<file path="config.mk">
export PLATFORM = sky130hd
export DESIGN_NAME = svm_pe_param
export DESIGN_NICKNAME = d
export VERILOG_FILES = /design/src/rtl/svm_pkg.sv /design/src/rtl/svm_dot_lane.sv /design/src/rtl/svm_pe_param.sv
export SDC_FILE = /design/constraint.sdc
export NUM_CORES = 1
export LEC_CHECK = 0
export ABC_AREA = 1
export CORE_MARGIN = 2
export CORE_UTILIZATION = 40
export DETAILED_ROUTE_END_ITERATION = 7
export PLACE_DENSITY = 0.61
export SLEW_MARGIN = 20
export SYNTH_ARGS = -nofsm -noshare
export SYNTH_HDL_FRONTEND = slang
export SYNTH_SLANG_ARGS = --single-unit
</file>
<file path="constraint.sdc">
create_clock -name CLK -period 27 [get_ports CLK]
set_input_delay 2.7 -clock CLK [delete_from_list [all_inputs] [get_ports CLK]]
set_output_delay 2.7 -clock CLK [all_outputs]
set_load 0.005 [all_outputs]
</file>
<file path="src/rtl/svm_pkg.sv">
// svm_pkg: shared types and helpers for the SVM processing element.
//   svm_st_e       : controller states IDLE -> RUN -> DRAIN -> BIAS -> DONE
//   svm_clog2()    : address width helper, never returns less than 1
//   SVM_DRAIN_LAST : last DRAIN count value; the flush needs one more cycle
//                    when the SVM_ALPHA_EN coefficient stage is built
package svm_pkg;

  typedef enum logic [2:0] {
    IDLE  = 3'd0,
    RUN   = 3'd1,
    DRAIN = 3'd2,
    BIAS  = 3'd3,
    DONE  = 3'd4
  } svm_st_e;

  function automatic int svm_clog2(input int n);
    return (n <= 1) ? 1 : $clog2(n);
  endfunction

  localparam int SVM_MAX_SV = 64;
  localparam int SVM_SV_AW  = svm_clog2(SVM_MAX_SV);

`ifdef SVM_ALPHA_EN
  localparam logic [1:0] SVM_DRAIN_LAST = 2'd2;
`else
  localparam logic [1:0] SVM_DRAIN_LAST = 2'd1;
`endif

endpackage

</file>
<file path="src/rtl/svm_dot_lane.sv">
// svm_dot_lane: registered signed dot product of two N_FEAT-feature vectors.
//   CLK, RESETn : clock, synchronous active-low reset
//   in_vld      : feat_a/feat_b hold a valid pair this cycle
//   feat_a/b    : packed features, feature i at [i*FEAT_W +: FEAT_W]
//   out_vld     : dot holds the result of the pair presented last cycle
//   dot         : sum of products, sign-extended to ACC_W
module svm_dot_lane #(
  parameter int N_FEAT = 4,
  parameter int FEAT_W = 8,
  parameter int ACC_W  = 32
) (
  input  logic                       CLK,
  input  logic                       RESETn,
  input  logic                       in_vld,
  input  logic [N_FEAT*FEAT_W-1:0]   feat_a,
  input  logic [N_FEAT*FEAT_W-1:0]   feat_b,
  output logic                       out_vld,
  output logic signed [ACC_W-1:0]    dot
);

  localparam int PW = 2*FEAT_W;

  logic signed [PW-1:0]    prod [N_FEAT];
  logic signed [ACC_W-1:0] sum;

  for (genvar i = 0; i < N_FEAT; i++) begin : g_mul
    assign prod[i] = PW'($signed(feat_a[i*FEAT_W +: FEAT_W])) *
                     PW'($signed(feat_b[i*FEAT_W +: FEAT_W]));
  end

  always_comb begin
    sum = '0;
    for (int i = 0; i < N_FEAT; i++) sum = sum + ACC_W'(prod[i]);
  end

  always_ff @(posedge CLK) begin
    if (!RESETn) begin
      out_vld <= 1'b0;
      dot     <= '0;
    end else begin
      out_vld <= in_vld;
      if (in_vld) dot <= sum;
    end
  end

endmodule

</file>
<file path="src/rtl/svm_pe_param.sv">
// svm_pe_param: pipelined SVM classification element, one support vector
// per cycle. Latches a sample, streams n_sv support vectors from a
// synchronous memory, accumulates the dot products, adds a signed bias and
// reports score and class (score > 0).
//   CLK, RESETn           : clock, synchronous active-low reset
//   start                 : request, honoured only while idle
//   sample_data/bias/n_sv : latched at accepted start (n_sv clamped to N_SV)
//   sv_addr, sv_rd        : memory read port, data returns one cycle later
//   sv_data               : features, plus alpha above them with SVM_ALPHA_EN
//   busy                  : high while a classification is in progress
//   score, sample_classification : result, held until the next start
//   classify_sample_done  : one-cycle pulse when the result is valid
// Build option: SVM_ALPHA_EN adds a signed per-SV coefficient stage.
module svm_pe_param
  import svm_pkg::*;
#(
  parameter int N_FEAT  = 4,
  parameter int FEAT_W  = 8,
  parameter int N_SV    = 64,
  parameter int ACC_W   = 32,
  parameter int BIAS_W  = 16,
  parameter int ALPHA_W = 8,
  localparam int AW = svm_clog2(N_SV),
  localparam int NW = AW + 1,
  localparam int FW = N_FEAT*FEAT_W,
`ifdef SVM_ALPHA_EN
  localparam int DW = FW + ALPHA_W
`else
  // ALPHA_W contributes nothing when the coefficient field is absent
  localparam int DW = FW + 0*ALPHA_W
`endif
) (
  input  logic                     CLK,
  input  logic                     RESETn,
  input  logic                     start,
  input  logic [FW-1:0]            sample_data,
  input  logic signed [BIAS_W-1:0] bias,
  input  logic [NW-1:0]            n_sv,
  output logic [AW-1:0]            sv_addr,
  output logic                     sv_rd,
  input  logic [DW-1:0]            sv_data,
  output logic                     busy,
  output logic signed [ACC_W-1:0]  score,
  output logic                     sample_classification,
  output logic                     classify_sample_done
);

  svm_st_e                  state;
  logic [FW-1:0]            sample_q;
  logic signed [BIAS_W-1:0] bias_q;
  logic [NW-1:0]            cnt;
  logic [AW-1:0]            addr;
  logic [1:0]               drain_cnt;
  logic [NW-1:0]            n_clamp;

  logic                     rd_vld;
  logic                     dot_vld;
  logic signed [ACC_W-1:0]  dot;
  logic                     acc_vld;
  logic signed [ACC_W-1:0]  acc_term;
  logic signed [ACC_W-1:0]  acc;
  logic signed [ACC_W-1:0]  score_nxt;

  assign n_clamp = (n_sv > NW'(N_SV)) ? NW'(N_SV) : n_sv;

  assign sv_rd                = (state == RUN);
  assign sv_addr              = addr;
  assign busy                 = (state != IDLE);
  assign classify_sample_done = (state == DONE);

  // ---- controller ----
  always_ff @(posedge CLK) begin
    if (!RESETn) begin
      state     <= IDLE;
      sample_q  <= '0;
      bias_q    <= '0;
      cnt       <= '0;
      addr      <= '0;
      drain_cnt <= '0;
    end else begin
      case (state)
        IDLE: if (start) begin
          sample_q  <= sample_data;
          bias_q    <= bias;
          cnt       <= n_clamp;
          addr      <= '0;
          drain_cnt <= '0;
          state     <= (n_clamp == '0) ? DRAIN : RUN;
        end
        RUN: begin
          if ({1'b0, addr} == cnt - 1'b1) begin
            addr  <= '0;
            state <= DRAIN;
          end else begin
            addr <= addr + 1'b1;
          end
        end
        DRAIN: begin
          // covers the lane (and alpha) register plus the accumulator add
          if (drain_cnt == SVM_DRAIN_LAST) begin
            drain_cnt <= '0;
            state     <= BIAS;
          end else begin
            drain_cnt <= drain_cnt + 1'b1;
          end
        end
        BIAS:    state <= DONE;
        DONE:    state <= IDLE;
        default: state <= IDLE;
      endcase
    end
  end

  // ---- datapath ----
  always_ff @(posedge CLK) begin
    if (!RESETn) rd_vld <= 1'b0;
    else         rd_vld <= sv_rd;
  end

  svm_dot_lane #(
    .N_FEAT (N_FEAT),
    .FEAT_W (FEAT_W),
    .ACC_W  (ACC_W)
  ) u_lane (
    .CLK     (CLK),
    .RESETn  (RESETn),
    .in_vld  (rd_vld),
    .feat_a  (sv_data[FW-1:0]),
    .feat_b  (sample_q),
    .out_vld (dot_vld),
    .dot     (dot)
  );

`ifdef SVM_ALPHA_EN
  // alpha is captured on the same edge as the lane products so it lines up
  // with dot on the following cycle
  logic signed [ALPHA_W-1:0] alpha_q;
  logic signed [ACC_W-1:0]   term;
  logic                      term_vld;

  always_ff @(posedge CLK) begin
    if (!RESETn) begin
      alpha_q  <= '0;
      term     <= '0;
      term_vld <= 1'b0;
    end else begin
      alpha_q  <= sv_data[FW +: ALPHA_W];
      term_vld <= dot_vld;
      if (dot_vld) term <= dot * ACC_W'(alpha_q);
    end
  end

  assign acc_term = term;
  assign acc_vld  = term_vld;
`else
  assign acc_term = dot;
  assign acc_vld  = dot_vld;
`endif

  always_ff @(posedge CLK) begin
    if (!RESETn)                     acc <= '0;
    else if (state == IDLE && start) acc <= '0;
    else if (acc_vld)                acc <= acc + acc_term;
  end

  // ---- bias and decision ----
  assign score_nxt = acc + ACC_W'(bias_q);

  always_ff @(posedge CLK) begin
    if (!RESETn) begin
      score                 <= '0;
      sample_classification <= 1'b0;
    end else if (state == BIAS) begin
      score                 <= score_nxt;
      // zero is not a positive score
      sample_classification <= !score_nxt[ACC_W-1] && (score_nxt != '0);
    end
  end

endmodule

</file>
-- After elaboration in Yosys (flattened, before gate mapping)
Cells that the tools add are included.
- word-level logic and storage cells: 61
- register bits after elaboration: 165
- multiplexer cells: 12
- $add $sub $neg: 8
- multiply operators: 4
- order comparisons: 1
- equal/unequal tests: 9
- bitwise operators: 1
- reductions and logical operators: 14
- operators with widths (kind ; number):
    $add 32x16->32 ; 2
    $mul 8x8->16 ; 4
    $add 32x32->32 ; 1
    $reduce_bool 32->1 ; 1
    $add 17x16->18 ; 1
    $add 16x16->17 ; 1
    $mux 6 ; 2
    $pmux 3 s4 ; 1
    $pmux 6 s2 ; 1
    $mux 3 ; 3
    $eq 6x7->1 ; 1
    $gt 7x7->1 const B ; 1
    $logic_not 7->1 ; 1
    $mux 7 ; 1
    $sub 7x1->7 const B ; 1
    $add 6x1->6 const B ; 1
    $eq 3x2->1 const B ; 2
    $mux 2 ; 3
    $reduce_and 2->1 ; 3
    $ne 2x2->1 const B ; 2
    $pmux 2 s2 ; 1
    $reduce_bool 2->1 ; 2
    $eq 3x1->1 const B ; 1
    $eq 3x3->1 const B ; 1
    other kinds (10) ; 11

-- Depth between registers and ports, before layout
Gate-level depths: netlist of run 1.
- word-level depth: 6
- gate-level depth with buffers: 42
- mapped depth without buffers: 41

-- Hierarchy
Synthesis of run 1 repeated with hierarchy kept, for this count alone.
- cells, all modules: 2942
- area, all modules: 21727.1 sq um
- modules (own cells, without submodules) (module ; cells an instance ; instances ; area each (sq um) ; seq. area each (sq um)):
    svm_dot_lane ; 1526 ; 1 ; 12479.5 ; 400.4
    svm_pe_param ; 1416 ; 1 ; 9247.6 ; 2642.5

-- Worst setup path after synthesis of run 1
No wires, ideal clock.
- path type: input -> register
- start point: in sv_data[23]
- end point: reg u_lane.dot[23]
- stages: 39
- path slack: 15.090 ns
- data arrival time: 11.776 ns
- data required time: 26.866 ns
- library setup time: 0.134 ns
- cell sequence: clkbuf_1 -> nand2_1 -> inv_1 -> fa_1 -> fa_1 -> inv_1 -> fa_1 -> fa_1 -> inv_1 -> fa_1 -> fa_1 -> inv_1 -> fa_1 -> inv_1 -> ha_1 -> nand2_1 -> nor3_1 -> nand2_1 -> (+3 left out) -> a21oi_1 -> nor2_1 -> nor2_1 -> xor2_1 -> fa_1 -> inv_1 -> fa_1 -> fa_1 -> fa_1 -> ha_1 -> ha_1 -> nand2_1 -> nor4_1 -> nand4_1 -> nand3_1 -> nor3_1 -> o21ai_2 -> a21oi_1
- cells in the longest elaborated chain, start to end: 3
- RTL lines (what ; RTL line ; text):
    from (decl) ; svm_pe_param.sv:41 ; input logic [DW-1:0] sv_data,
    $mul 8x8->16 ; svm_dot_lane.sv:27 ; assign prod[i] = PW'($signed(feat_a[i*FEAT_W +: FEAT_W])) *
    $add 17x16->18 ; svm_dot_lane.sv:33 ; for (int i = 0; i < N_FEAT; i++) sum = sum + ACC_W'(prod[i]);
    $add 32x16->32 ; svm_dot_lane.sv:33 ;
    to (signal assigned) ; svm_dot_lane.sv:42 ; if (in_vld) dot <= sum;
    to (decl) ; svm_dot_lane.sv:18 ; output logic signed [ACC_W-1:0] dot
No other way between the ends.
A chain may end at the register's enable or synchronous reset.

-- Worst setup path after layout of run 1
Same ends and word-level chain as after synthesis.

==> results_tabular.tex, run 1 <==
\begin{tabular}{lr}
\hline
Metric & Value \\
\hline
\multicolumn{2}{l}{\textbf{Yosys}} \\
\quad Post-synthesis register bit count & 165 \\
\quad Share of the yosys chip area belonging to registers & 14.6\% \\
\quad Share of synthesized flip-flops with an asynchronous set or reset & 0\% \\
\quad Count leader, synth & sky130\_fd\_sc\_hd\_\_inv\_1 \\
\quad Cells after Synth & between 3000 and 4000 \\
\quad Largest cells by area after synthesis & sky130\_fd\_sc\_hd\_\_fa\_1 29\%, sky130\_fd\_sc\_hd\_\_dfxtp\_1 15\%, sky130\_fd\_sc\_hd\_\_inv\_1 13\% \\
\quad Leading register cell type out of synthesis & sky130\_fd\_sc\_hd\_\_dfxtp\_1 \\
\quad Total of warnings raised by yosys & 0 \\
\quad Post-Syn Area per Cell & 7.32 um2 \\
\quad Area fraction of the dominant cell type after synthesis & around 29\% \\
\quad Post-synth design cell area & 22600 um2 \\
\quad Post-synth EDFFs & 0 \\
\quad Largest area contributor in the netlist & sky130\_fd\_sc\_hd\_\_fa\_1 \\
\quad Leading post-synthesis cells by instance count & 752 x sky130\_fd\_sc\_hd\_\_inv\_1, 717 x sky130\_fd\_sc\_hd\_\_nand2\_1, 324 x sky130\_fd\_sc\_hd\_\_fa\_1 \\
\quad Total nets after synthesis & 3685 \\
\quad Number of distinct library cells after synthesis & 47 \\
\multicolumn{2}{l}{\textbf{Die}} \\
\quad Number of rows in the core area & slightly below 90 \\
\quad Y dimension of the die & 242 um \\
\quad Initial Util & 40.3\% \\
\quad Boundary Pins & 132 \\
\quad Area enclosed by the die boundary & 58300 um2 \\
\quad Placeable core region & 56100 um2 \\
\quad Horiz. Die Dim & 242 um \\
\multicolumn{2}{l}{\textbf{Clock tree}} \\
\quad CTS Buf Count & 17 \\
\quad Worst skew pair latency & between 0.4 and 0.5 ns \\
\quad Setup bufs post-CTS & 0 \\
\quad Count of hold-fix buffers inserted at cts & 0 \\
\quad Clock-pin slew on the worst setup and hold paths & about 0.080 ns \\
\quad CTS HTree Levels & 4 \\
\quad Root cell of the clock tree & sky130\_fd\_sc\_hd\_\_clkbuf\_16 \\
\quad Clock sink count & 165 \\
\quad Maximum clock path buffer count & 2 \\
\quad Post-cts gate resize count & 0 \\
\quad CTS tree & yes \\
\multicolumn{2}{l}{\textbf{Route}} \\
\quad Detail-routed net length per standard cell & between 10 and 15 um \\
\quad DR vias & 18200 \\
\quad Router iterations before antenna repair & 6 \\
\quad Iter 0 DRT Violations & around 970 \\
\quad Number of vias per cell after detailed routing & about 4.7 \\
\quad Routed wire length & 57300 um \\
\quad Drt drc & 0 \\
\quad Number of routed nets with antenna violations & 0 \\
\multicolumn{2}{l}{\textbf{Setup path}} \\
\quad CP Data Arrival Time & roughly 13 ns \\
\quad Crit path launch & sv\_data[23] \\
\quad Reg2reg end & u\_lane.dot[23] \\
\quad Crit start category & primary input \\
\quad Cell depth of the worst setup path & 39 \\
\quad Category of the worst setup path capture point & flip-flop \\
\quad Critical path peak fanout & 8 \\
\quad Worst path buffer plus inverter count & 7 \\
\quad Worst setup endpoint & u\_lane.dot[23] \\
\quad Kind of cell adding the most delay to the critical path & adder cells \\
\quad Setup slack of the worst register-to-register path & 16.67 ns \\
\quad Crit path kind & in -> reg \\
\quad Worst Reg-to-Reg Cells & 38 \\
\quad Beginning of the worst register-to-register path & sample\_q[16] \\
\quad Required time reported for the critical path endpoint & 27.39 ns \\
\quad Slowest cell on crit path & sky130\_fd\_sc\_hd\_\_clkdlybuf4s50\_1 \\
\quad Maximum single-stage delay on the critical path & $\sim$0.63 ns \\
\quad Critical Path Most Common Cell & sky130\_fd\_sc\_hd\_\_fa\_1 \\
\multicolumn{2}{l}{\textbf{STA}} \\
\quad Final max-slew violation count & 0 \\
\quad Unrepaired setup endpoints after global routing & no \\
\quad Hold Fails Final Rpt & 0 \\
\quad Relative slew margins & 32.5\% \\
\quad Fin crit share & a little under half \\
\quad Maximum frequency from static timing analysis & between 70 and 80 MHz \\
\quad Actual slew at the worst max-slew pin & 1.01 ns \\
\quad Shortest period the worst path allows & between 10 and 15 ns \\
\quad Finish-stage setup viols & 0 \\
\quad Post-route setup TNS & 0 ns \\
\quad Final Skew & 0.0113 ns \\
\multicolumn{2}{l}{\textbf{Min path}} \\
\quad Hold-critical path depth & 2 \\
\quad Hold WC Path Type & reg -> reg \\
\multicolumn{2}{l}{\textbf{Run}} \\
\quad Total of max-cap violations & 0 \\
\multicolumn{2}{l}{\textbf{Layout}} \\
\quad Number of filler cells placed in the layout & 5725 \\
\quad Storage cell area & approximately 3300 um2 \\
\quad Multi-input logic area & around 16000 um2 \\
\quad Number of nets in the final layout & 3735 \\
\quad Count of antenna diodes in the layout & 0 \\
\quad Share of cells above drive strength 1 & 3.62\% \\
\quad Layout overhead on the synthesized area & 11.0\% \\
\multicolumn{2}{l}{\textbf{Run status}} \\
\quad Run status & completed \\
\multicolumn{2}{l}{\textbf{Placed design}} \\
\quad Port Buf Inserts & 131 \\
\quad Detailed placement HPWL & roughly 50000 um \\
\quad Gpl congestion & around 0.90 \\
\multicolumn{2}{l}{\textbf{GRT}} \\
\quad GRT Residual Overflow & 0 \\
\quad Largest net degree at the start of global routing & 54 \\
\quad Overall Global Routing Usage & approximately 21\% \\
\quad Vias in the first global route & 18500 \\
\quad Initial antenna violation count & 0 \\
\quad First-pass GRT wire length & 97300 um \\
\hline
\end{tabular}
==> state kept, by name, indices dropped and copies added, names as in the netlist <==
| register | flops |
|---|---|
| acc | 32 |
| sample_q | 32 |
| score | 32 |
| u_lane.dot | 32 |
| bias_q | 16 |
| cnt | 7 |
| sv_addr | 6 |
| state | 3 |
| drain_cnt | 2 |
| rd_vld | 1 |
| sample_classification | 1 |
| u_lane.out_vld | 1 |
==> worst register-to-register path, delay by kind of cell, from the launching register on <==
family                   cells  cell delay [ns]
buffers and inverters        6             0.54
AO/OA/AOI/OAI                8             1.38
XOR/XNOR                     1             0.15
adder cells (fa/ha/maj)     14             6.48
AND/OR/NAND/NOR              9             1.11
flip-flops                   1             0.59
==> kinds of logic after synthesis <==
logic type               after synthesis  synth area share [%]
AND/OR/NAND/NOR                     1167                  21.2
buffers and inverters                875                  14.6
adder cells (fa/ha/maj)              510                  39.1
AO/OA/AOI/OAI                        293                  7.57
flip-flops                           165                  14.6
XOR/XNOR                              75                  2.91
==> worst min path at each step <==
stage	to	slack, ns	start
after detailed placement	drain_cnt[1]	0.43	drain_cnt[1]
after CTS	drain_cnt[1]	0.44	drain_cnt[1]
after global placement	drain_cnt[1]	0.42	drain_cnt[1]
final	drain_cnt[1]	0.43	drain_cnt[1]
after global routing	drain_cnt[1]	0.46	drain_cnt[1]
after floorplan	drain_cnt[1]	0.41	drain_cnt[1]
==> metal layers <==
metal	track usage [%]	share of wire [%]
met1	31.4	53
met2	31.7	43
met3	2.41	3.6
met4	3.23	0.91
met5	0	0
==> through the flow <==
step	hold slack, ns	cells	area, um2	worst slack [ns]	utilization [%]
global route	0.461	3904	25100	13.71	44.7
global placement	0.419	3872	24500	14.07	43.6
floorplan	0.409	3085	22600	15.09	-
CTS	0.437	3904	25100	14.46	44.7
detailed placement	0.426	3872	24500	14.01	43.6
finish	0.434	3904	25100	14.43	44.7
==> layout make-up <==
cell class	instances	area share [%]
clock buffers	17	1.70
clock inverters	15	0.629
inverters	768	11.5
multi-input cells	2045	63.8
flip-flops and latches	165	13.2
well taps	756	3.78
repair buffers	138	5.42
==> layout by cell type (no fill, tap or decap), types with 8 or more instances in the layout <==
master / count
sky130_fd_sc_hd__a21o_1: 10
sky130_fd_sc_hd__a21oi_1: 103
sky130_fd_sc_hd__a31oi_1: 12
sky130_fd_sc_hd__clkbuf_16: 17
sky130_fd_sc_hd__clkdlybuf4s50_1: 130
sky130_fd_sc_hd__clkinv_1: 8
sky130_fd_sc_hd__dfxtp_1: 165
sky130_fd_sc_hd__fa_1: 324
sky130_fd_sc_hd__ha_1: 186
sky130_fd_sc_hd__inv_1: 751
sky130_fd_sc_hd__inv_2: 9
sky130_fd_sc_hd__nand2_1: 717
sky130_fd_sc_hd__nand2_2: 13
sky130_fd_sc_hd__nand3_1: 121
sky130_fd_sc_hd__nand4_1: 17
sky130_fd_sc_hd__nor2_1: 232
sky130_fd_sc_hd__nor2_2: 10
sky130_fd_sc_hd__nor3_1: 14
sky130_fd_sc_hd__nor4_1: 8
sky130_fd_sc_hd__o211ai_1: 19
sky130_fd_sc_hd__o21ai_0: 98
sky130_fd_sc_hd__o21ai_1: 8
sky130_fd_sc_hd__or2_2: 15
sky130_fd_sc_hd__xnor2_1: 31
sky130_fd_sc_hd__xor2_1: 44
Power of run 1 is not shown: default switching activity piles up to over one toggle a cycle in this logic, so the estimate is an artifact.
==> run 2, diff against run 1 <==
==> constraint.sdc (replaced) <==
create_clock -name CLK -period 13 [get_ports CLK]
set_input_delay 1.3 -clock CLK [delete_from_list [all_inputs] [get_ports CLK]]
set_output_delay 1.3 -clock CLK [all_outputs]
set_load 0.005 [all_outputs]
==> run 2 against run 1 <==
Register-to-register slack worse by 14 ns. Worst hold slack better by 0.0019 ns. Clock skew up 0.0021 ns. Highest routed layer unchanged.
==> results_tabular.tex, run 2 (synthesized netlist as in run 1, its figures left out) <==
\begin{tabular}{lr}
\hline
Metric & Value \\
\hline
\multicolumn{2}{l}{\textbf{Min path}} \\
\quad Hold WC Path Type & reg -> reg \\
\quad Launch instance of the worst min-delay path & drain\_cnt[1] \\
\multicolumn{2}{l}{\textbf{Route}} \\
\quad Router iterations before antenna repair & 8 \\
\quad Number of routed nets with antenna violations & 0 \\
\quad Iter 0 DRT Violations & approximately 1100 \\
\quad DR vias & 18300 \\
\quad Drt drc & 0 \\
\quad Routed wire length & around 57000 um \\
\quad Number of vias per cell after detailed routing & between 4 and 5 \\
\quad Detail-routed net length per standard cell & about 15 um \\
\multicolumn{2}{l}{\textbf{Clock tree}} \\
\quad CTS HTree Levels & 4 \\
\quad Post-cts gate resize count & 0 \\
\quad Maximum clock path buffer count & 2 \\
\quad Root cell of the clock tree & sky130\_fd\_sc\_hd\_\_clkbuf\_16 \\
\quad CTS Buf Count & 17 \\
\quad Clock sink count & 165 \\
\quad Clock-pin slew on the worst setup and hold paths & roughly 0.07 ns \\
\quad Count of hold-fix buffers inserted at cts & 0 \\
\quad CTS tree & yes \\
\quad Worst skew pair latency & between 0.4 and 0.5 ns \\
\quad Setup bufs post-CTS & 0 \\
\multicolumn{2}{l}{\textbf{Setup path}} \\
\quad Crit path kind & in -> reg \\
\quad Crit start category & primary input \\
\quad Critical path peak fanout & 8 \\
\quad CP Data Arrival Time & $\sim$12 ns \\
\quad Critical Path Most Common Cell & sky130\_fd\_sc\_hd\_\_fa\_1 \\
\quad Maximum single-stage delay on the critical path & 0.63 ns \\
\quad Category of the worst setup path capture point & flip-flop \\
\quad Crit path launch & sv\_data[23] \\
\quad Required time reported for the critical path endpoint & 13.31 ns \\
\quad Slowest cell on crit path & sky130\_fd\_sc\_hd\_\_clkdlybuf4s50\_1 \\
\quad Beginning of the worst register-to-register path & sample\_q[23] \\
\multicolumn{2}{l}{\textbf{Die}} \\
\quad Boundary Pins & about 130 \\
\quad Horiz. Die Dim & 242 um \\
\quad Y dimension of the die & 242 um \\
\quad Initial Util & between 40\% and 50\% \\
\quad Placeable core region & 56100 um2 \\
\quad Number of rows in the core area & 87 \\
\quad Area enclosed by the die boundary & 58300 um2 \\
\multicolumn{2}{l}{\textbf{Layout}} \\
\quad Storage cell area & 3300 um2 \\
\quad Share of cells above drive strength 1 & 3.62\% \\
\quad Multi-input logic area & 16000 um2 \\
\quad Cell Count, Final, Fillers Out & $\sim$4000 \\
\quad Number of nets in the final layout & 3735 \\
\quad Commonest cells after routing, fill and taps aside & 751 x sky130\_fd\_sc\_hd\_\_inv\_1, 717 x sky130\_fd\_sc\_hd\_\_nand2\_1, 324 x sky130\_fd\_sc\_hd\_\_fa\_1 \\
\quad Number of filler cells placed in the layout & 5739 \\
\quad Most frequent standard cell in the layout excluding fill and tap cells & sky130\_fd\_sc\_hd\_\_inv\_1 \\
\quad Layout overhead on the synthesized area & 11.2\% \\
\multicolumn{2}{l}{\textbf{STA}} \\
\quad Final worst slack & 1.69 ns \\
\quad Finish-stage setup viols & 0 \\
\quad Fin crit share & $\sim$87\% \\
\quad Final Skew & 0.0134 ns \\
\quad Post-route setup TNS & 0 ns \\
\quad Unrepaired setup endpoints after global routing & no \\
\quad Final max-slew violation count & 0 \\
\quad Shortest period the worst path allows & 11.31 ns \\
\quad Actual slew at the worst max-slew pin & 0.987 ns \\
\quad Maximum frequency from static timing analysis & a little under 90 MHz \\
\quad Hold Fails Final Rpt & 0 \\
\quad Relative slew margins & 34.1\% \\
\multicolumn{2}{l}{\textbf{Run}} \\
\quad Total of max-cap violations & 0 \\
\multicolumn{2}{l}{\textbf{Placed design}} \\
\quad Port Buf Inserts & 131 \\
\quad Detailed placement HPWL & just under 50000 um \\
\quad \# placed instances & $\sim$3900 \\
\quad Setup slack at placement & 1.22 ns \\
\quad Gpl congestion & 0.895 \\
\multicolumn{2}{l}{\textbf{GRT}} \\
\quad Initial antenna violation count & 1 \\
\quad Largest net degree at the start of global routing & 54 \\
\quad Vias in the first global route & 18400 \\
\quad Overall Global Routing Usage & 20.4\% \\
\quad First-pass GRT wire length & 96600 um \\
\quad GRT Residual Overflow & 0 \\
\multicolumn{2}{l}{\textbf{Run status}} \\
\quad Run status & completed \\
\hline
\end{tabular}
-- run 2: metal layers --
metal / up-vias / GRT usage [%] / share of wire, %
li1: 9308 / - / -
met1: 8622 / 31.4 / 52
met2: 381 / 31.1 / 42
met3: 26 / 2.99 / 4.8
met4: 0 / 2.45 / 0.70
met5: - / 0 / 0
-- run 2: worst paths after layout --
check / endpoint / slack (ns) / cells after the start
worst max-delay path: u_lane.dot[31] / 1.69 / 39
worst min-delay path: drain_cnt[1] / 0.44 / 2
worst max register to register: u_lane.dot[31] / 2.52 / 37
worst min register to register: drain_cnt[1] / 0.44 / 2
-- run 2: critical path, delay by kind of cell --
| family | cells | cell delay, ns |
|---|---|---|
| AO/OA/AOI/OAI | 5 | 0.78 |
| XOR/XNOR | 1 | 0.15 |
| buffers and inverters | 7 | 1.17 |
| adder cells (fa/ha/maj) | 14 | 6.48 |
| AND/OR/NAND/NOR | 12 | 1.72 |
-- run 2: per-stage QoR --
stage	utilization [%]	instance area (um2)	hold slack (ns)
4_1_cts	44.7	25100	0.439
6_report	44.7	25100	0.436
3_5_place_dp	43.6	24500	0.429
5_1_grt	44.7	25100	0.455
3_3_place_gp	43.6	24500	0.419
2_1_floorplan	-	22600	0.409
-- run 2: final cells by class --
| type | count | share of cell area [%] |
|---|---|---|
| antenna | 1 | 0.00998 |
| sequential | 165 | 13.2 |
| inverter | 768 | 11.5 |
| tap | 756 | 3.77 |
| clock buffer | 17 | 1.70 |
| timing repair buffer | 138 | 5.42 |
| multi-input combinational | 2045 | 63.7 |
| clock inverter | 15 | 0.758 |
Power of run 2 is left out for the same reason.
